===== src/rtl/key_repeat_counter.sv =====
// key_repeat_counter
//   Up/down counter driven by two active-low board keys (up and down), each
//   with its own synchroniser, debounce filter and press/hold/auto-repeat FSM.
//   Counter is WIDTH bits, wraps (MODE=0) or saturates (MODE=1).
// Ports
//   FPGA_CLK   in   system clock, rising edge
//   RESET_BUT  in   synchronous active-high reset
//   KEY_UP_N   in   async up key, 0 = pressed
//   KEY_DN_N   in   async down key, 0 = pressed
//   clr        in   synchronous clear to INIT
//   count      out  registered counter value
//   inc_pulse  out  1-cycle strobe, count just incremented
//   dec_pulse  out  1-cycle strobe, count just decremented
//   at_max     out  count == all ones
//   at_min     out  count == 0

// Per-key conditioning: 2-FF sync, debounce, press/hold/repeat FSM.
// o_step is a registered 1-cycle strobe per accepted step.
module key_repeat_key #(
  parameter int DEBOUNCE_CYC = 50000,
  parameter int HOLD_CYC     = 50000000,
  parameter int REPEAT_CYC   = 10000000,
  parameter int TW           = 26
) (
  input  logic i_clk,
  input  logic i_rst,
  input  logic i_key_n,
  output logic o_step
);
  typedef enum logic [1:0] {S_IDLE, S_HOLD, S_REPEAT} state_t;

  localparam logic [TW-1:0] DEB_LAST  = TW'(DEBOUNCE_CYC - 1);
  localparam logic [TW-1:0] HOLD_LAST = TW'(HOLD_CYC - 1);
  localparam logic [TW-1:0] REP_LAST  = TW'(REPEAT_CYC - 1);

  logic [1:0]    r_sync;      // [1] is the synchronised level
  logic          r_stable_n;  // debounced key level, 1 = released
  logic [TW-1:0] r_deb;
  state_t        r_state;
  logic [TW-1:0] r_timer;
  logic          r_step;

  // Synchroniser and debounce filter
  always_ff @(posedge i_clk) begin
    if (i_rst) begin
      r_sync     <= 2'b11;
      r_stable_n <= 1'b1;
      r_deb      <= '0;
    end else begin
      r_sync <= {r_sync[0], i_key_n};
      if (r_sync[1] == r_stable_n) begin
        r_deb <= '0;
      end else if (r_deb == DEB_LAST) begin
        r_deb      <= '0;
        r_stable_n <= r_sync[1];
      end else begin
        r_deb <= r_deb + 1'b1;
      end
    end
  end

  // Press / hold / repeat FSM. A release in any state wins. Entering
  // IDLE requires a release, so "pressed while IDLE" is a press edge.
  always_ff @(posedge i_clk) begin
    if (i_rst) begin
      r_state <= S_IDLE;
      r_timer <= '0;
      r_step  <= 1'b0;
    end else begin
      r_step <= 1'b0;
      if (r_stable_n) begin
        r_state <= S_IDLE;
        r_timer <= '0;
      end else begin
        case (r_state)
          S_IDLE: begin
            r_step  <= 1'b1;
            r_timer <= '0;
            r_state <= S_HOLD;
          end
          S_HOLD: begin
            if (r_timer == HOLD_LAST) begin
              r_step  <= 1'b1;
              r_timer <= '0;
              r_state <= S_REPEAT;
            end else begin
              r_timer <= r_timer + 1'b1;
            end
          end
          S_REPEAT: begin
            if (r_timer == REP_LAST) begin
              r_step  <= 1'b1;
              r_timer <= '0;
            end else begin
              r_timer <= r_timer + 1'b1;
            end
          end
          default: begin
            r_state <= S_IDLE;
            r_timer <= '0;
          end
        endcase
      end
    end
  end

  assign o_step = r_step;
endmodule

module key_repeat_counter #(
  parameter int WIDTH        = 4,
  parameter int MODE         = 0,
  parameter int INIT         = 0,
  parameter int DEBOUNCE_CYC = 50000,
  parameter int HOLD_CYC     = 50000000,
  parameter int REPEAT_CYC   = 10000000
) (
  input  logic             FPGA_CLK,
  input  logic             RESET_BUT,
  input  logic             KEY_UP_N,
  input  logic             KEY_DN_N,
  input  logic             clr,
  output logic [WIDTH-1:0] count,
  output logic             inc_pulse,
  output logic             dec_pulse,
  output logic             at_max,
  output logic             at_min
);
  localparam int NUM_KEYS = 2;
  localparam int M1   = (HOLD_CYC > REPEAT_CYC) ? HOLD_CYC : REPEAT_CYC;
  localparam int MAXC = (M1 > DEBOUNCE_CYC) ? M1 : DEBOUNCE_CYC;
  localparam int TW   = (MAXC < 2) ? 1 : $clog2(MAXC);

  localparam logic [WIDTH-1:0] CNT_INIT = WIDTH'(INIT);
  localparam logic [WIDTH-1:0] CNT_MAX  = {WIDTH{1'b1}};
  localparam logic [WIDTH-1:0] CNT_MIN  = '0;

  logic [NUM_KEYS-1:0] w_key_n;  // [0] up, [1] down
  logic [NUM_KEYS-1:0] w_step;
  logic [WIDTH-1:0]    r_count;
  logic                r_inc;
  logic                r_dec;

  assign w_key_n = {KEY_DN_N, KEY_UP_N};

  for (genvar g = 0; g < NUM_KEYS; g++) begin : g_key
    key_repeat_key #(
      .DEBOUNCE_CYC(DEBOUNCE_CYC),
      .HOLD_CYC    (HOLD_CYC),
      .REPEAT_CYC  (REPEAT_CYC),
      .TW          (TW)
    ) u_key (
      .i_clk  (FPGA_CLK),
      .i_rst  (RESET_BUT),
      .i_key_n(w_key_n[g]),
      .o_step (w_step[g])
    );
  end

  // Simultaneous up and down cancel; saturating mode drops steps at the rails
  always_ff @(posedge FPGA_CLK) begin
    if (RESET_BUT) begin
      r_count <= CNT_INIT;
      r_inc   <= 1'b0;
      r_dec   <= 1'b0;
    end else begin
      r_inc <= 1'b0;
      r_dec <= 1'b0;
      if (clr) begin
        r_count <= CNT_INIT;
      end else if (w_step[0] && !w_step[1]) begin
        if (MODE == 0 || r_count != CNT_MAX) begin
          r_count <= r_count + 1'b1;
          r_inc   <= 1'b1;
        end
      end else if (w_step[1] && !w_step[0]) begin
        if (MODE == 0 || r_count != CNT_MIN) begin
          r_count <= r_count - 1'b1;
          r_dec   <= 1'b1;
        end
      end
    end
  end

  assign count     = r_count;
  assign inc_pulse = r_inc;
  assign dec_pulse = r_dec;
  assign at_max    = (r_count == CNT_MAX);
  assign at_min    = (r_count == CNT_MIN);
endmodule


===== config.mk =====
export PLATFORM = sky130hd
export DESIGN_NAME = key_repeat_counter
export DESIGN_NICKNAME = d
export VERILOG_FILES = /design/src/rtl/key_repeat_counter.sv
export SDC_FILE = /design/constraint.sdc
export NUM_CORES = 1
export LEC_CHECK = 0
export CORE_MARGIN = 2
export CORE_UTILIZATION = 61
export CTS_BUF_LIST = sky130_fd_sc_hd__clkbuf_4 sky130_fd_sc_hd__clkbuf_8
export DETAILED_ROUTE_END_ITERATION = 8
export DONT_BUFFER_PORTS = 1
export MAX_ROUTING_LAYER = met4
export PLACE_DENSITY_LB_ADDON = 0.2
export SKIP_CTS_REPAIR_TIMING = 1
export SKIP_LAST_GASP = 1
export SLEW_MARGIN = 20
export SYNTH_ARGS = -nofsm -noshare
export SYNTH_HDL_FRONTEND = slang
export SYNTH_SLANG_ARGS = --single-unit

===== constraint.sdc =====
create_clock -name FPGA_CLK -period 6.96 [get_ports FPGA_CLK]
set_input_delay 0.696 -clock FPGA_CLK [delete_from_list [all_inputs] [get_ports FPGA_CLK]]
set_output_delay 0.696 -clock FPGA_CLK [all_outputs]
set_load 0.01 [all_outputs]

* After elaboration in Yosys (flattened, before gate mapping)
Cells that the tools add are included.
W data, S select, Z words.
** Word-level totals
- Input port bits :: 5
- Output and inout port bits :: 8
- Logic and storage cells :: 78
- Bits in registers :: 122
** Cells by class
- Bitwise operators :: 4
- Equal/unequal tests :: 15
- Mux-type cells :: 20
- $add $sub $neg :: 6
- Reduce and logical (&&, ||, !) cells :: 18
** Operators with widths (count)
- $add A26 B1 Y26 const B :: 4
- $mux W26 :: 4
- $pmux W26 S2 :: 2
- $eq A26 B16 Y1 const B :: 2
- $eq A26 B24 Y1 const B :: 2
- $eq A26 B26 Y1 const B :: 2
- $pmux W2 S3 :: 2
- $reduce_or A3 Y1 :: 3
- $mux W4 :: 2
- $reduce_and A2 Y1 :: 4
- $mux W1 :: 6
- $pmux W1 S3 :: 2
- $reduce_or A2 Y1 :: 3
- $add A4 B1 Y4 const B :: 1
- $eq A2 B1 Y1 const B :: 2
- $eq A2 B2 Y1 const B :: 2
- $eq A4 B4 Y1 const B :: 1
- $logic_not A2 Y1 :: 2
- $logic_not A4 Y1 :: 1
- $mux W2 :: 2
- $ne A2 B1 Y1 const B :: 2
- $not A1 Y1 :: 4
- $sub A4 B1 Y4 const B :: 1
- $eq A1 B1 Y1 :: 2
- other kinds (3) :: 5

* Logic depth before layout (Yosys ltp)
Gate-level depths: netlist of run 1.
- Depth after elaboration :: 4
- Mapped depth :: 8
- Mapped depth without buffers :: 8

* Hierarchy
From an unflattened synthesis of run 1, not the netlist that was laid out.
** Second synthesis, totals
- Cell total of the unflattened synthesis :: 679
- Area, all modules :: 6092.1 sq um
** Modules (own cells, without submodules)
- key_repeat_key (g_key[0].u_key) :: instances 1, area each 2900.3 sq um, cells an instance 319, sequential area each 1161.1 sq um
- key_repeat_key (g_key[1].u_key) :: instances 1, area each 2849.0 sq um, cells an instance 323, sequential area each 1161.1 sq um
- key_repeat_counter :: instances 1, area each 342.8 sq um, cells an instance 37, sequential area each 120.1 sq um

* Least setup slack after synthesis of run 1
Ideal clock, no wire load.
- Kind :: register to register
- Start point :: register g_key[0].u_key.r_timer[7]
- End point :: register g_key[0].u_key.r_timer[19]
- Data required time :: 6.828 ns
- Setup time :: 0.132 ns
- Period minus slack after synthesis :: 2.210 ns
- Arrival :: 2.079 ns
- Setup slack :: 4.750 ns
- Path buffers :: 2
- Stages on the path, launching flop included :: 7
- Cells stage by stage :: dfxtp_1 > or4b_1 > or4_1 > buf_2 > o31ai_4 > buf_6 > a22oi_1
** Between the ends
- Longest elaborated chain between the ends :: 3
- Elaborated cells on any way between the ends :: 6
- Those cells by class :: 1 x add/sub; 2 x eq/ne; 3 x mux
** Ends and longest elaborated chain
- start, declared :: line 40 : logic [TW-1:0] r_timer;
- start signal, assigned :: line 87 : r_timer <= r_timer + 1'b1;
- start signal, assigned :: line 95 : r_timer <= r_timer + 1'b1;
- $add A26 B1 Y26, or another cell as far along :: line 87, 95
- $mux W26 (on tied branches) :: line 91, 82
- $pmux W26 S2 (*) :: line 75 : case (r_state)
Every way passes the cells marked *; elsewhere a longest branch is shown, timed or not.
A chain may end at the register's enable or synchronous reset.

* Worst setup path in the final report of run 1
- Start point :: register g_key[0].u_key.r_timer[7]
- End point :: register g_key[0].u_key.r_timer[24]
Same word-level chain as after synthesis.

==> flow_summary_export.csv, run 1 <==
group,metric,value,unit
drt,ant_nets,0,
cells_and_area,layout-drive-gt1-share,0.0638,
timing,max_freq,348,MHz
cells_and_area,fin_util,0.666,
synthesis,synth_top_area_frac,0.406,
cells_and_area,final_nets,701,
place,io_buffers,0,
min_path,hold_end,"inc_pulse$_SDFF_PP0_",
synthesis,synth_warnings,0,
synthesis,synth_cell_types,44,
critical_path,cp-start-kind,"flip-flop",
floorplanning,rows,36,
drt,first_pass_iters,5,
drt,routed_via_density,6.27,
pwr,p_leak,1.90,nW
cells_and_area,final_area,6450,µm²
synthesis,synthCells,688,
drt,routedWlPerCell,14.8,µm
timing,tns,0,ps
pwr,switching_share,0.196,
place,gp_congestion,0.855,
grt,overflow,0,
synthesis,synth_area_leaders,"dfxtp_1, xor2_1, nand3_1",
place,placed_cells,793,
grt,antenna_found_initial,0,
critical_path,critPathCaptureType,"flip-flop",
synthesis,netlist_area,6020,µm²
critical_path,r2r_end,"g_key[0].u_key.r_timer[24]$_SDFF_PP0_",
clock_network,clock_sinks,122,
clock_network,root_buffer,"clkbuf_8",
timing,drv_slew,0,
critical_path,rrSetupSlack,4090,ps
timing,min_period_over_period,0.413,
drt,drtIter0Drc,149,
clock_network,clk-insertion-delay-late,430,ps
place,placed_area,6070,µm²
pwr,p_int,1.03,mW
synthesis,synth_top_family_by_area,"simple AND/OR/NAND/NOR gates",
pwr,seqPwrFrac,0.546,
grt,grt_pass1_vias,4667,
critical_path,r2r-start,"g_key[0].u_key.r_timer[7]$_SDFF_PP0_",
synthesis,synth_compound_area_frac,0.155,
synthesis,synth_fa_ha_area_frac,0.0366,
clock_network,clockBufferDepth,2,
cells_and_area,fin_cells,823,
run_status,outcome,"finished clean",
synthesis,syn_avg_cell_area,8.74,µm²
pwr,power,1.28,mW
pwr,p_clk_frac,0.449,
timing,fin_hold_ws,337,ps
cells_and_area,areaGrowthSynthToFinish,7.15,%
synthesis,syn_nets,710,
timing,max_slew_margin,0.317,
timing,fin_ws,4090,ps
clock_network,cts_buffers,17,
floorplanning,initial_core_util,0.621,
floorplanning,die_y,103,µm
floorplanning,coreArea,9680,µm²
synthesis,synthMuxAreaShare,0.00832,
cells_and_area,diodes,0,
job,drv_cap,0,
grt,grtUsageTotal,0.252,
min_path,hold_path_startpoint,"RESET_BUT",
timing,worst_slew_pin_slew,1020,ps
floorplanning,die_width,103,µm
drt,totalWireLength,12200,µm
cells_and_area,nFillCells,778,
clock_network,cts_max_level,4,
min_path,whs_path_depth,1,
pwr,powerDensity,199,nW/µm²
clock_network,clkSlewWorstSetupHoldPaths,60,ps
place,dpl_worst_slack,4100,ps
grt,grt_max_degree,27,
timing,rsz0062_at_grt,"false",
place,hpwl,8200,µm
timing,fin_crit,2870,ps
critical_path,reg2regPathDepth,4,
synthesis,yosys.area.top_type,"dfxtp_1",
synthesis,synthSimpleGateAreaFrac,0.279,
synthesis,yosysSeqAreaShare,0.406,
timing,fin_skew,6.77,ps
timing,finalSetupViolCount,0,
min_path,worstHoldPathType,"primary input to flip-flop",
critical_path,crit_fanout,26,
critical_path,cp.required,7210,ps
critical_path,arrival,3120,ps
pwr,combPwrFrac,0.004,
clock_network,cts_tree,"built",
critical_path,critPathKind,"flip-flop to flip-flop",
floorplanning,die-area,10700,µm²
grt,grt_pass1_wl,21000,µm
synthesis,synthXorXnorAreaFrac,0.0772,
floorplanning,pin_count,13,
synthesis,synth-seq-cells,122,
timing,hold_violations,0,
pwr,switchingPower,252,µW
drt,vias,5162,
pwr,ir_worst_vdd,0.115,mV
drt,drc_errors,0,
## synthesized netlist by cell type (all sizes together)
cell and instances:
a21boi 1, and4 13, inv 24, nand4b 1, a221oi 13, o31a 2, o211ai 2, nand4 31
a21o 1, nor4b 4, buf 5, nand2 41, ha 16, mux2i 5, and2 3, or3b 1
nor4bb 6, dfxtp 122, and3b 1, xor2 31, nand3 45, or4 28, or3 24, xnor2 22
a211oi 13, nor2 38, fa 1, a22oi 12, o32ai 1, o31ai 27, clkbuf 27, and4b 1
a21oi 38, nor3 17, nor4 13, o311ai 2, o21ai 29, or4b 1, or2 7, and3 19
## worst max path at each step
stage                                                     from                                    end  cells after the start
after global routing      g_key[0].u_key.r_timer[7]$_SDFF_PP0_  g_key[0].u_key.r_timer[24]$_SDFF_PP0_                      4
after floorplan           g_key[0].u_key.r_timer[7]$_SDFF_PP0_  g_key[0].u_key.r_timer[19]$_SDFF_PP0_                      6
final                     g_key[0].u_key.r_timer[7]$_SDFF_PP0_  g_key[0].u_key.r_timer[24]$_SDFF_PP0_                      4
after detailed placement  g_key[0].u_key.r_timer[7]$_SDFF_PP0_  g_key[0].u_key.r_timer[24]$_SDFF_PP0_                      4
after global placement    g_key[0].u_key.r_timer[7]$_SDFF_PP0_  g_key[0].u_key.r_timer[17]$_SDFF_PP0_                      4
after CTS                 g_key[0].u_key.r_timer[7]$_SDFF_PP0_  g_key[0].u_key.r_timer[24]$_SDFF_PP0_                      4
## cell families (layout without fill, tap and decap cells)
| family | count (synthesis) | after routing |
|---|---|---|
| AO/OA/AOI/OAI | 141 | 141 |
| buffers and inverters | 56 | 58 |
| multiplexers | 5 | 5 |
| flip-flops | 122 | 122 |
| adder cells (fa/ha/maj) | 17 | 17 |
| AND/OR/NAND/NOR | 294 | 294 |
| XOR/XNOR | 53 | 53 |
## flip-flops by register name, indices dropped and copies added, names as in the netlist
name	count
count	4
dec_pulse	1
g_key.u_key.o_step	2
g_key.u_key.r_deb	52
g_key.u_key.r_stable_n	2
g_key.u_key.r_state	4
g_key.u_key.r_sync	4
g_key.u_key.r_timer	52
inc_pulse	1
## worst max-delay path, stage by stage, from the launching register on
cell     delay [ps]
dfxtp_1         360
or4b_1          530
or4_1           670
o31ai_4         900
a22oi_1         220
## power by group through the flow
| stage | clock [mW] | combinational (mW) | sequential, mW |
|---|---|---|---|
| after floorplan | 0 | 0.00478 | 0.716 |
| after global placement | 0 | 0.00524 | 0.716 |
| after detailed placement | 0 | 0.00554 | 0.716 |
| after CTS | 0.589 | 0.00559 | 0.700 |
| after global routing | 0.622 | 0.00641 | 0.700 |
| final | 0.576 | 0.00545 | 0.701 |
## cell type report
type | count | area, µm² | area share
well taps | 133 | 166 | 0.0258
clock buffers | 29 | 368 | 0.0571
repair buffers | 4 | 30.0 | 0.00466
inverters | 24 | 90.1 | 0.0140
multi-input cells | 510 | 3340 | 0.519
flip-flops and latches | 122 | 2440 | 0.379
clock inverters | 1 | 5.00 | 0.000776
## cell usage in the layout, fill, tap and decap left out, types with 2 or more instances in the layout
master    Yosys  final
dfxtp_1     122    122
nand3_1      45     45
nand2_1      41     41
a21oi_1      38     38
nor2_1       38     38
nand4_1      31     31
xor2_1       31     31
or4_1        28     28
o31ai_1      26     26
o21ai_0      26     26
inv_1        24     24
or3_1        24     24
clkbuf_8      0     24
xnor2_1      22     22
and3_1       19     19
nor3_1       17     17
ha_1         16     16
nor4_1       13     13
and4_1       13     13
a221oi_1     13     13
a211oi_1     13     13
a22oi_1      12     12
or2_2         7      7
nor4bb_1      6      6
mux2i_1       5      5
clkbuf_4      0      5
nor4b_1       4      4
buf_4         0      4
and2_1        3      3
o211ai_1      2      2
o21ai_1       2      2
o311ai_0      2      2
o31a_1        2      2
## per-layer routing
layer  routed length (µm)  GRT usage  share of wire
met1                 5680      0.317           0.47
met2                 5790      0.401           0.48
met3                  576     0.0625          0.047
met4                  112     0.0810         0.0092
met5                    0          -              0
Power figures use the tool's default switching activity.
==> run 2, diff against run 1 <==
ABC_AREA = 1   (was unset)
clock period = 2.9 ns   (was 6.96 ns; I/O delays follow)
==> flow_summary_export.csv, run 2 <==
group,metric,value,unit
drt,ant_nets,0,
cells_and_area,top_regs,"g_key.u_key.r_deb: 52 flops, g_key.u_key.r_timer: 52 flops",
synthesis,synthFlopType,"dfxtp_1",
clock_network,cts_max_level,4,
floorplanning,die-area,11600,µm²
timing,rsz0062_at_grt,"false",
critical_path,cp.required,3210,ps
critical_path,arrival,2190,ps
cells_and_area,diodes,0,
clock_network,clk-insertion-delay-late,450,ps
timing,max_slew_margin,0.640,
synthesis,synth-seq-cells,122,
timing,drv_slew,0,
synthesis,synthCells,986,
drt,first_pass_iters,5,
synthesis,ys_top_cells_by_count,"nand2_1, nor2_1, inv_1, dfxtp_1, nand3_1",
synthesis,syn_avg_cell_area,6.65,µm²
critical_path,r2r-start,"g_key[0].u_key.r_deb[0]$_SDFF_PP0_",
cells_and_area,areaGrowthSynthToFinish,7.42,%
floorplanning,initial_core_util,0.633,
place,gp_congestion,0.952,
floorplanning,die_y,108,µm
floorplanning,coreArea,10400,µm²
grt,grt_pass1_wl,23500,µm
critical_path,reg2regPathDepth,8,
grt,overflow,0,
synthesis,yosysSeqAreaShare,0.372,
drt,routed_via_density,5.09,
place,placed_cells,1113,
min_path,hold_path_startpoint,"RESET_BUT",
run_status,outcome,"finished clean",
floorplanning,die_width,108,µm
timing,tns,0,ps
timing,hold_violations,0,
synthesis,synth_warnings,0,
synthesis,synth_top_area_frac,0.372,
critical_path,cp-start-kind,"flip-flop",
min_path,whs_path_depth,3,
synthesis,synth_most_common_cell,"nand2_1",
timing,fin_crit,1890,ps
cells_and_area,final_common_cell,"nand2_1",
synthesis,synth_area_leaders,"dfxtp_1, nand2_1, nor2_1",
clock_network,clock_sinks,122,
cells_and_area,layout-drive-gt1-share,0.0534,
timing,max_freq,530,MHz
grt,grtUsageTotal,0.260,
critical_path,rrSetupSlack,1010,ps
drt,vias,5843,
critical_path,crit_start,"g_key[0].u_key.r_deb[0]$_SDFF_PP0_",
cells_and_area,nFillCells,938,
cells_and_area,fin_cells,1148,
floorplanning,rows,37,
pwr,powerDensity,440,nW/µm²
synthesis,netlist_area,6560,µm²
grt,grt_pass1_vias,5444,
synthesis,syn_nets,1008,
job,drv_cap,0,
clock_network,cts_tree,"built",
clock_network,clockBufferDepth,2,
min_path,worstHoldPathType,"primary input to flip-flop",
timing,min_period_over_period,0.651,
place,io_buffers,0,
drt,totalWireLength,13600,µm
synthesis,ys_async_sr_fraction,0,
critical_path,critPathCaptureType,"flip-flop",
drt,routedWlPerCell,11.8,µm
drt,drtIter0Drc,362,
pwr,p_leak,2.41,nW
timing,fin_skew,12.1,ps
synthesis,yosys.area.top_type,"dfxtp_1",
critical_path,critPathKind,"flip-flop to flip-flop",
grt,grt_max_degree,27,
clock_network,cts_buffers,17,
cells_and_area,final_nets,1022,
grt,antenna_found_initial,0,
timing,worst_slew_pin_slew,538,ps
synthesis,synth_edf_count,0,
clock_network,root_buffer,"clkbuf_8",
synthesis,synth_cell_types,33,
drt,drc_errors,0,
clock_network,clkSlewWorstSetupHoldPaths,70,ps
place,hpwl,9900,µm
pwr,ir_worst_vdd,0.324,mV
min_path,hold_end,"g_key[0].u_key.r_state[0]$_SDFFE_PP0P_",
floorplanning,pin_count,13,
timing,finalSetupViolCount,0,
critical_path,r2r_end,"g_key[0].u_key.r_deb[7]$_SDFF_PP0_",
critical_path,crit_fanout,26,
cells_and_area,mostFrequentLayoutCells,"nand2_1, nor2_1, inv_1",
[run 2: changes by cell type in the layout (fill, tap and decap cells not counted), sizes merged, moves of 11 or more]
cell,previous run,this run
nand2,41,246
nor2,38,201
inv,24,136
or4,28,0
o31ai,27,1
or3,24,0
nor3,17,39
and3,19,2
nand3,45,59
a211oi,13,0
a221oi,13,0
and4,13,0
a22oi,12,0
o21ai,29,18
[run 2: per-stage QoR]
step | power [mW] | utilization | setup WS, ps | instance area, µm² | hold slack (ps)
2_1_floorplan | 1.73 | - | 1340 | 6560 | 389
3_3_place_gp | 1.73 | 0.641 | 1120 | 6650 | 392
3_5_place_dp | 1.73 | 0.641 | 1030 | 6650 | 396
4_1_cts | 3.13 | 0.676 | 1010 | 7010 | -79.2
5_1_grt | 3.21 | 0.680 | 782 | 7050 | 51.4
6_report | 3.10 | 0.680 | 1010 | 7050 | 55.6
[run 2: area by class of cell]
type / count / area (µm²) / area share
Clock buffer: 22 / 290 / 0.0412
Clock inverter: 9 / 72.6 / 0.0103
Inverter: 136 / 510 / 0.0724
Multi-Input combinational cell: 719 / 3520 / 0.500
Sequential cell: 122 / 2440 / 0.347
Tap cell: 136 / 170 / 0.0241
Timing Repair Buffer: 4 / 40.0 / 0.00568
[run 2: critical path, cell delays in order (launching register included)]
cell	delay, ps
dfxtp_1	350
ha_1	210
nand2_1	80
nor2_1	180
nand2_1	110
nor2_1	160
nand3_1	130
nand2_2	420
a21oi_1	90
[run 2: how the worst max path moves through the flow]
stage | endpoint | slack, ps | depth (start not counted)
2_1_floorplan | g_key[0].u_key.r_timer[15]$_SDFF_PP0_ | 1340 | 11
3_3_place_gp | g_key[0].u_key.r_deb[16]$_SDFF_PP0_ | 1120 | 8
3_5_place_dp | g_key[0].u_key.r_deb[16]$_SDFF_PP0_ | 1030 | 8
4_1_cts | g_key[0].u_key.r_deb[7]$_SDFF_PP0_ | 1010 | 8
5_1_grt | g_key[0].u_key.r_deb[17]$_SDFF_PP0_ | 780 | 8
6_report | g_key[0].u_key.r_deb[7]$_SDFF_PP0_ | 1010 | 8
[run 2: logic make-up (layout without fill, tap and decap cells)]
kind of cell    Yosys count  after routing  share of synthesized area
simple gates            592            592                      0.389
buf+inv                 145            171                     0.0910
flops                   122            122                      0.372
compound gates           58             58                     0.0450
xor+xnor                 52             52                     0.0694
fa+ha+maj                17             17                     0.0336
[run 2: where the power goes]
part | internal [mW] | leakage, nW | switching [mW]
registers | 1.68 | 0.983 | 0.00181
clock network | 0.747 | 0.195 | 0.653
logic | 0.00760 | 1.23 | 0.0115
[run 2: routing by layer]
layer	wire length, µm	up-vias	track usage
li1	-	3115	-
met1	6580	2595	0.329
met2	6150	109	0.404
met3	617	24	0.0654
met4	212	0	0.0916
met5	0	-	-
